## src/rtl/spi_ram_arbiter.sv

```systemverilog
// spi_ram_arbiter: shares the RAM command-word port between an SPI slave and a local host.
// Define SPI_ARB_STATUS_EN to add the err_overflow / lock_timeouts status outputs.
module spi_ram_arbiter #(
  parameter int LOCK_TIMEOUT = 64,
  parameter int TMR_W = 7
) (
  input  logic       clk,
  input  logic       rst,
  input  logic       ss_n,
  input  logic       spi_rx_valid,
  input  logic [9:0] spi_rx_data,
  output logic       spi_tx_valid,
  output logic [7:0] spi_tx_data,
  input  logic       host_req,
  input  logic       host_we,
  input  logic [7:0] host_addr,
  input  logic [7:0] host_wdata,
  output logic       host_gnt,
  output logic       host_rvalid,
  output logic [7:0] host_rdata,
  output logic       ram_rx_valid,
  output logic [9:0] ram_din,
  input  logic       ram_tx_valid,
  input  logic [7:0] ram_dout
`ifdef SPI_ARB_STATUS_EN
  ,
  output logic       err_overflow,
  output logic [7:0] lock_timeouts
`endif
);
  typedef enum logic [2:0] {IDLE, SPI_LOCK, SPI_RDW, H_ADDR, H_DATA, H_RDW} state_t;
  state_t state, fwd_next;
  logic skid_valid, h_we, fwd, pend, live_to_skid, timer_hit;
  logic [9:0] skid_data, word;
  logic [7:0] h_wdata;
  logic [TMR_W-1:0] timer;
  // SPI words are forwarded only in IDLE/SPI_LOCK; the skid entry is always older than a live word
  assign fwd = (state == IDLE) || (state == SPI_LOCK);
  assign pend = skid_valid || spi_rx_valid;
  assign word = skid_valid ? skid_data : spi_rx_data;
  assign live_to_skid = spi_rx_valid && (!fwd || skid_valid);
  assign timer_hit = timer == TMR_W'(LOCK_TIMEOUT);
  always_comb fwd_next = (word[9:8] == 2'b01) ? IDLE : (word[9:8] == 2'b11) ? SPI_RDW : SPI_LOCK;
  always_ff @(posedge clk) begin
    if (rst) begin
      state <= IDLE;
      skid_valid <= 1'b0;
      skid_data <= '0;
      timer <= '0;
      h_we <= 1'b0;
      h_wdata <= '0;
      ram_rx_valid <= 1'b0;
      ram_din <= '0;
      host_gnt <= 1'b0;
      host_rvalid <= 1'b0;
      host_rdata <= '0;
      spi_tx_valid <= 1'b0;
      spi_tx_data <= '0;
    end else begin
      ram_rx_valid <= 1'b0;
      host_gnt <= 1'b0;
      host_rvalid <= 1'b0;
      spi_tx_valid <= 1'b0;
      if (live_to_skid && (fwd || !skid_valid)) begin
        skid_valid <= 1'b1;
        skid_data <= spi_rx_data;
      end else if (fwd && skid_valid) skid_valid <= 1'b0;
      if (fwd && pend) begin
        ram_rx_valid <= 1'b1;
        ram_din <= word;
        timer <= '0;
        state <= fwd_next;
      end else begin
        case (state)
          IDLE: if (host_req) begin
            ram_rx_valid <= 1'b1;
            ram_din <= {host_we ? 2'b00 : 2'b10, host_addr};
            host_gnt <= 1'b1;
            h_we <= host_we;
            h_wdata <= host_wdata;
            state <= H_ADDR;
          end
          SPI_LOCK: if (ss_n || timer_hit) state <= IDLE;
                    else timer <= timer + TMR_W'(1);
          H_ADDR: begin
            ram_rx_valid <= 1'b1;
            ram_din <= h_we ? {2'b01, h_wdata} : 10'h300;
            state <= H_DATA;
          end
          H_DATA: state <= h_we ? IDLE : H_RDW;
          SPI_RDW: if (ram_tx_valid) begin
            spi_tx_valid <= 1'b1;
            spi_tx_data <= ram_dout;
            state <= IDLE;
          end
          H_RDW: if (ram_tx_valid) begin
            host_rvalid <= 1'b1;
            host_rdata <= ram_dout;
            state <= IDLE;
          end
          default: state <= IDLE;
        endcase
      end
    end
  end
`ifdef SPI_ARB_STATUS_EN
  logic overflow, tmo;
  assign overflow = spi_rx_valid && skid_valid && !fwd;
  assign tmo = (state == SPI_LOCK) && !pend && !ss_n && timer_hit;
  always_ff @(posedge clk) begin
    if (rst) begin
      err_overflow <= 1'b0;
      lock_timeouts <= '0;
    end else begin
      if (overflow) err_overflow <= 1'b1;
      if (tmo && lock_timeouts != 8'hFF) lock_timeouts <= lock_timeouts + 8'd1;
    end
  end
`endif
endmodule

```

## config.mk

```make
export PLATFORM = sky130hd
export DESIGN_NAME = spi_ram_arbiter
export DESIGN_NICKNAME = d
export VERILOG_FILES = /design/src/rtl/spi_ram_arbiter.sv
export SDC_FILE = /design/constraint.sdc
export NUM_CORES = 1
export LEC_CHECK = 0
export BUFFER_PORTS_ARGS = -buffer_cell sky130_fd_sc_hd__buf_2
export CORE_MARGIN = 5
export CORE_UTILIZATION = 40
export CTS_BUF_LIST = sky130_fd_sc_hd__clkbuf_2 sky130_fd_sc_hd__clkbuf_4 sky130_fd_sc_hd__clkbuf_8
export DETAILED_ROUTE_END_ITERATION = 10
export SKIP_CTS_REPAIR_TIMING = 1
export SYNTH_ARGS = -nofsm -noshare
export SYNTH_HDL_FRONTEND = slang
export SYNTH_SLANG_ARGS = --single-unit
export TNS_END_PERCENT = 10
```

## constraint.sdc

```tcl
create_clock -name clk -period 2.6 [get_ports clk]
set_clock_uncertainty 0.1 [all_clocks]
set_input_delay 0.13 -clock clk [delete_from_list [all_inputs] [get_ports clk]]
set_output_delay 0.13 -clock clk [all_outputs]
set_load 0.01 [all_outputs]
```

# Yosys cells after proc, flatten, opt, wreduce, memory -nomap -nowiden
# Cells that the tools add are included.
[totals]
reg_bits = 60
latchBits = 0
ramBits = 0
romBits = 0
input_bits = 41
out_inout_bits = 30
elab_cells = 75
mem_count = 0
[classes]
n_addsub = 1
multipliers = 0
n_div = 0
order_cmp = 0
eq_ne = 11
n_shift = 0
muxes = 20
bitwise_logic = 5
n_reduce_logical = 25
[op_table]
columns = ["cell", "n"]
rows = [
  ["two-way mux 10 bit", 4],
  ["one-hot mux 10 bit (2 select lines)", 1],
  ["two-way mux 3 bit", 5],
  ["one-hot mux 3 bit (5 select lines)", 1],
  ["AND reduction 3 bit", 4],
  ["OR reduction 3 bit", 3],
  ["adder 7 x 1 -> 7 bit, second input constant", 1],
  ["equality test 7 bit, second input constant", 1],
  ["equality test 3 x 2 -> 1 bit, second input constant", 2],
  ["equality test 3 bit, second input constant", 2],
  ["two-way mux 2 bit", 3],
  ["!= test 3 x 1 -> 1 bit, second input constant", 2],
  ["logical OR 1 bit", 5],
  ["two-way mux 1 bit", 5],
  ["NOT 1 bit", 5],
  ["logical AND 1 bit", 4],
  ["AND reduction 2 bit", 2],
  ["OR reduction 2 bit", 2],
  ["equality test 3 x 1 -> 1 bit, second input constant", 1],
  ["logical NOT 3 bit", 1],
  ["!= test 3 x 2 -> 1 bit, second input constant", 1],
  ["nonzero test 3 bit", 1],
  ["equality test 2 x 1 -> 1 bit, second input constant", 1],
  ["equality test 2 bit, second input constant", 1],
  ["3 further kinds", 4],
]

# Longest topological paths before layout
[depth]
ltp_word = 7
ltp_mapped = 7
mapped_depth_nobuf = 6

# Least setup slack after synthesis
# OpenSTA, ideal clock, no wires.
[synth_timing]
path_type = "register to register"
startpoint = "reg timer[2]"
endpoint = "reg state[1]"
setup_ns = 0.086
arrival_ns = 1.438
required_ns = 2.414
slack_ns = 0.975
stages_incl_launch_ff = 5
n_path_buf = 0
period_less_slack_ns = 1.625
cell_sequence = "dfxtp_1 -> or4_4 -> o21ai_4 -> o221ai_2 -> a221oi_2"
[synth_between]
elab_chain_cells = 4
[synth_rtl]
columns = ["element", "line", "text"]
rows = [
  ["start, declared", "36", "logic [TMR_W-1:0] timer;"],
  ["start signal, assigned", "84", "else timer <= timer + TMR_W'(1);"],
  ["equality test 7 bit", "42", "assign timer_hit = timer == TMR_W'(LOCK_TIMEOUT);"],
  ["logical OR 1 bit", "83", "SPI_LOCK: if (ss_n || timer_hit) state <= IDLE;"],
  ["!= test 3 x 1 -> 1 bit (no source line)", "-", ""],
  ["AND reduction 3 bit (no source line)", "-", ""],
  ["end signal, assigned", "72", "state <= fwd_next;"],
  ["end signal, assigned", "90", "H_DATA: state <= h_we ? IDLE : H_RDW;"],
  ["end, declared", "32", "state_t state, fwd_next;"],
]
# No other way between the ends.
# A chain may end at the register's enable or synchronous reset.

# Worst setup path in the final report
[layout_timing]
startpoint = "reg state[1]"
endpoint = "reg h_wdata[3]"
[layout_between]
elab_chain_cells = 5
word_cells_on_any_way = 6
cone_classes = "eq/ne (1); bitwise (1); reduce/logical (4)"
[layout_rtl]
columns = ["element", "line", "text"]
rows = [
  ["equality test 3 x 1 -> 1 bit / logical NOT 3 bit (equally long branches)", "38, 74", ""],
  ["logical OR 1 bit", "38", "assign fwd = (state == IDLE) || (state == SPI_LOCK);"],
  ["logical AND 1 bit", "68", "if (fwd && pend) begin"],
  ["NOT 1 bit (no source line)", "-", ""],
  ["AND reduction 3 bit (no source line) (*)", "-", ""],
  ["end signal, assigned", "80", "h_wdata <= host_wdata;"],
  ["end, declared", "35", "logic [7:0] h_wdata;"],
]
# Every way passes the cells marked *; elsewhere a longest branch is shown, timed or not.

==> metrics.cfg <==
[status]
status=finished with violations
violations=hold timing

[synth]
async_flop_share=0
synth_edf_count=0
yosysTopAreaCell=dfxtp_1
syn-num-nets=350
synthesis.area_sq_um=2670
ys_seq_area_frac=0.449
synth_top_area_share=0.449
synth.distinct_cells=42
synth-seq-cells=60
synthCells=307
postSynthAreaPerCell_sq_um=8.71
ys_top_cells_by_area=dfxtp_1 (45%), mux2i_1 (11%), nand2_1 (8.3%)
ys_warn_count=0
synthFlopType=dfxtp_1

[final_layout]
syn2layout_area_growth_pct=32.3
fin_cells=478
multiInputGateArea_sq_um=1370
diodes=0
fillers=603
drive_gt1_frac=0.249
fin_area_sq_um=3540
regArea_sq_um=1200
nNetsFinal=439

[setup_path]
crit_path_cell_trace=nor3_1, nand3_1, mux2i_1, nor2_1
cp_top_family=simple AND/OR/NAND/NOR gates
worst-path-buf-inv=0
crit_path_end_kind=flop
rrSetupSlack_ps=640
critPathRequiredTime_ps=2680
slowest_delay_ps=520
crit_slowest_cell=nand3_1
cp_data_arrival_time_ps=2040
crit_type=flop to flop
critPathLaunchType=flop
path_max_fanout=16

[worst_hold_path]
hp-class=primary input to flop

[drt]
post-route-drc-count=0
drt.antenna.violating_nets=0
drt-total-wl_um=6450
drt_iter0_markers=109
post_drt_wl_per_cell_um=13.5
vias_per_cell=4.94
dr.pass1.iters=4
vias=2362

[clock_network]
cts.sink_count=60
clkSlewWorstSetupHoldPaths_ps=60
cts_inserted_buffers=9
clk_latency_ps=320
cts_tree=done
cts_htree_levels=3
cts-root-buf=clkbuf_8
clock_path_buffers=2

[floorplanning]
pin_count=71
die_x_um=91.8
die_area_sq_um=8420
initial_core_util=0.416
row_count=29
dieHeight_um=91.8
coreArea_sq_um=6420

[global_routing]
grt_antenna_before_repair=0
grt_start_max_net_pins=48
grt_usage=0.152
grt_pass1_vias=2101
grt_pass1_wl_um=10400
grt_overflow_total=0

[timing]
grt_setup_unrepaired=no
min_period_ps=1960
finalSetupViolCount=0
finalSetupTns_ps=0
slew_viol_final=0
tightestPinTransition_ps=919
max_freq_mhz=509
final.period_utilization=0.755
hold_viol=1
holdWs_ps=-14.1
relSlewSlack=0.387

[job]
maxCapViolCount=0

[placement]
placed_area_sq_um=3040
port_buffers=70
hpwl_um=4430
gp_congestion=0.769
dp_cells=435

[pwr]
ir_drop_v=0.000479
totalPowerFinal_mw=2.58
leakage_nw=1.59
p_per_area_nw_per_um2=730

-- worst min-delay path, stage by stage --
cell and delay [ps]:
buf_2 120, nand2_1 60, a21oi_1 50
-- layer usage --
| layer | up-vias | global-route usage | wire length (um) |
|---|---|---|---|
| li1 | 1229 | - | - |
| met1 | 1065 | 0.210 | 3180 |
| met2 | 60 | 0.215 | 2810 |
| met3 | 8 | 0.0548 | 377 |
| met4 | 0 | 0.0631 | 89 |
| met5 | - | 0 | 0 |
-- state kept, by name, summed over array words and instances (netlist names) --
| signal | flops |
|---|---|
| skid_valid | 1 |
| h_wdata | 8 |
| spi_tx_valid | 1 |
| host_gnt | 1 |
| host_rvalid | 1 |
| state | 3 |
| host_rdata | 8 |
| skid_data | 10 |
| ram_rx_valid | 1 |
| h_we | 1 |
| spi_tx_data | 8 |
| timer | 7 |
| ram_din | 10 |
-- Yosys cell counts (2+ instances only) --
| cell type | n |
|---|---|
| nand2_1 | 59 |
| nand4_1 | 3 |
| and2_1 | 2 |
| nand2b_1 | 3 |
| a21oi_1 | 21 |
| a31oi_1 | 2 |
| ha_1 | 2 |
| o21ai_4 | 2 |
| nand3_1 | 21 |
| buf_2 | 9 |
| nor2_1 | 34 |
| nor2b_1 | 3 |
| xor2_1 | 5 |
| or4_1 | 2 |
| o21ai_0 | 2 |
| dfxtp_1 | 60 |
| nor3_1 | 3 |
| a32o_1 | 8 |
| inv_1 | 4 |
| clkbuf_1 | 11 |
| mux2i_1 | 30 |
-- worst paths after layout --
path                        from        endpoint  cells after the start
hold reg to reg   spi_tx_data[1]  spi_tx_data[1]                      2
setup reg to reg        state[1]      h_wdata[3]                      4
hold / removal      spi_rx_valid      skid_valid                      3
setup / recovery        state[1]      h_wdata[3]                      4
-- layout by cell type (no fill, tap or decap), types with 2 or more instances in the layout --
cell type      netlist  layout
nand4_1              3       3
nor2_1              34      34
clkbuf_4             0       2
dlygate4sd3_1        0      27
a31oi_1              2       2
ha_1                 2       2
o21ai_4              2       2
o21ai_0              2       2
dfxtp_1             60      60
a32o_1               8       8
mux2i_1             30      30
bufinv_16            0       2
inv_1                4       4
and2_1               2       2
clkbuf_8             0      10
nand3_1             21      21
xor2_1               5       5
nand2b_1             3       3
nor3_1               3       3
or4_1                2       2
nand2_1             59      59
nor2b_1              3       3
a21oi_1             21      21
buf_2                9      70
-- area by class of cell --
type | count | area share
clock inverters | 4 | 0.0205
flip-flops and latches | 60 | 0.340
clock buffers | 12 | 0.0432
inverters | 4 | 0.00424
well taps | 77 | 0.0272
multi-input cells | 223 | 0.388
repair buffers | 98 | 0.178
-- through the flow --
step	utilization	setup WS, ps
after detailed placement	0.474	630
after global routing	0.551	379
final	0.551	636
after CTS	0.509	616
after global placement	0.474	674
after floorplan	-	975
-- cells by family (layout without fill, tap and decap cells) --
group | after synthesis | in the layout | share of synthesized area
and+or+nand+nor | 143 | 143 | 0.254
adders and majority gates | 2 | 2 | 0.00936
DFF | 60 | 60 | 0.449
muxes | 31 | 31 | 0.117
buffers and inverters | 24 | 118 | 0.0379
xor gates and xnor gates | 6 | 6 | 0.0197
AOI/OAI and AO/OA | 41 | 41 | 0.113
-- power breakdown --
group / switching, mW / internal [mW] / total (mW) / leakage (nW)
combinational: 0.295 / 0.261 / 0.557 / 0.989
clock: 0.350 / 0.586 / 0.936 / 0.113
sequential: 0.0785 / 1.01 / 1.09 / 0.488
total: 0.724 / 1.86 / 2.58 / 1.59
(Power assumes the default switching activity.)
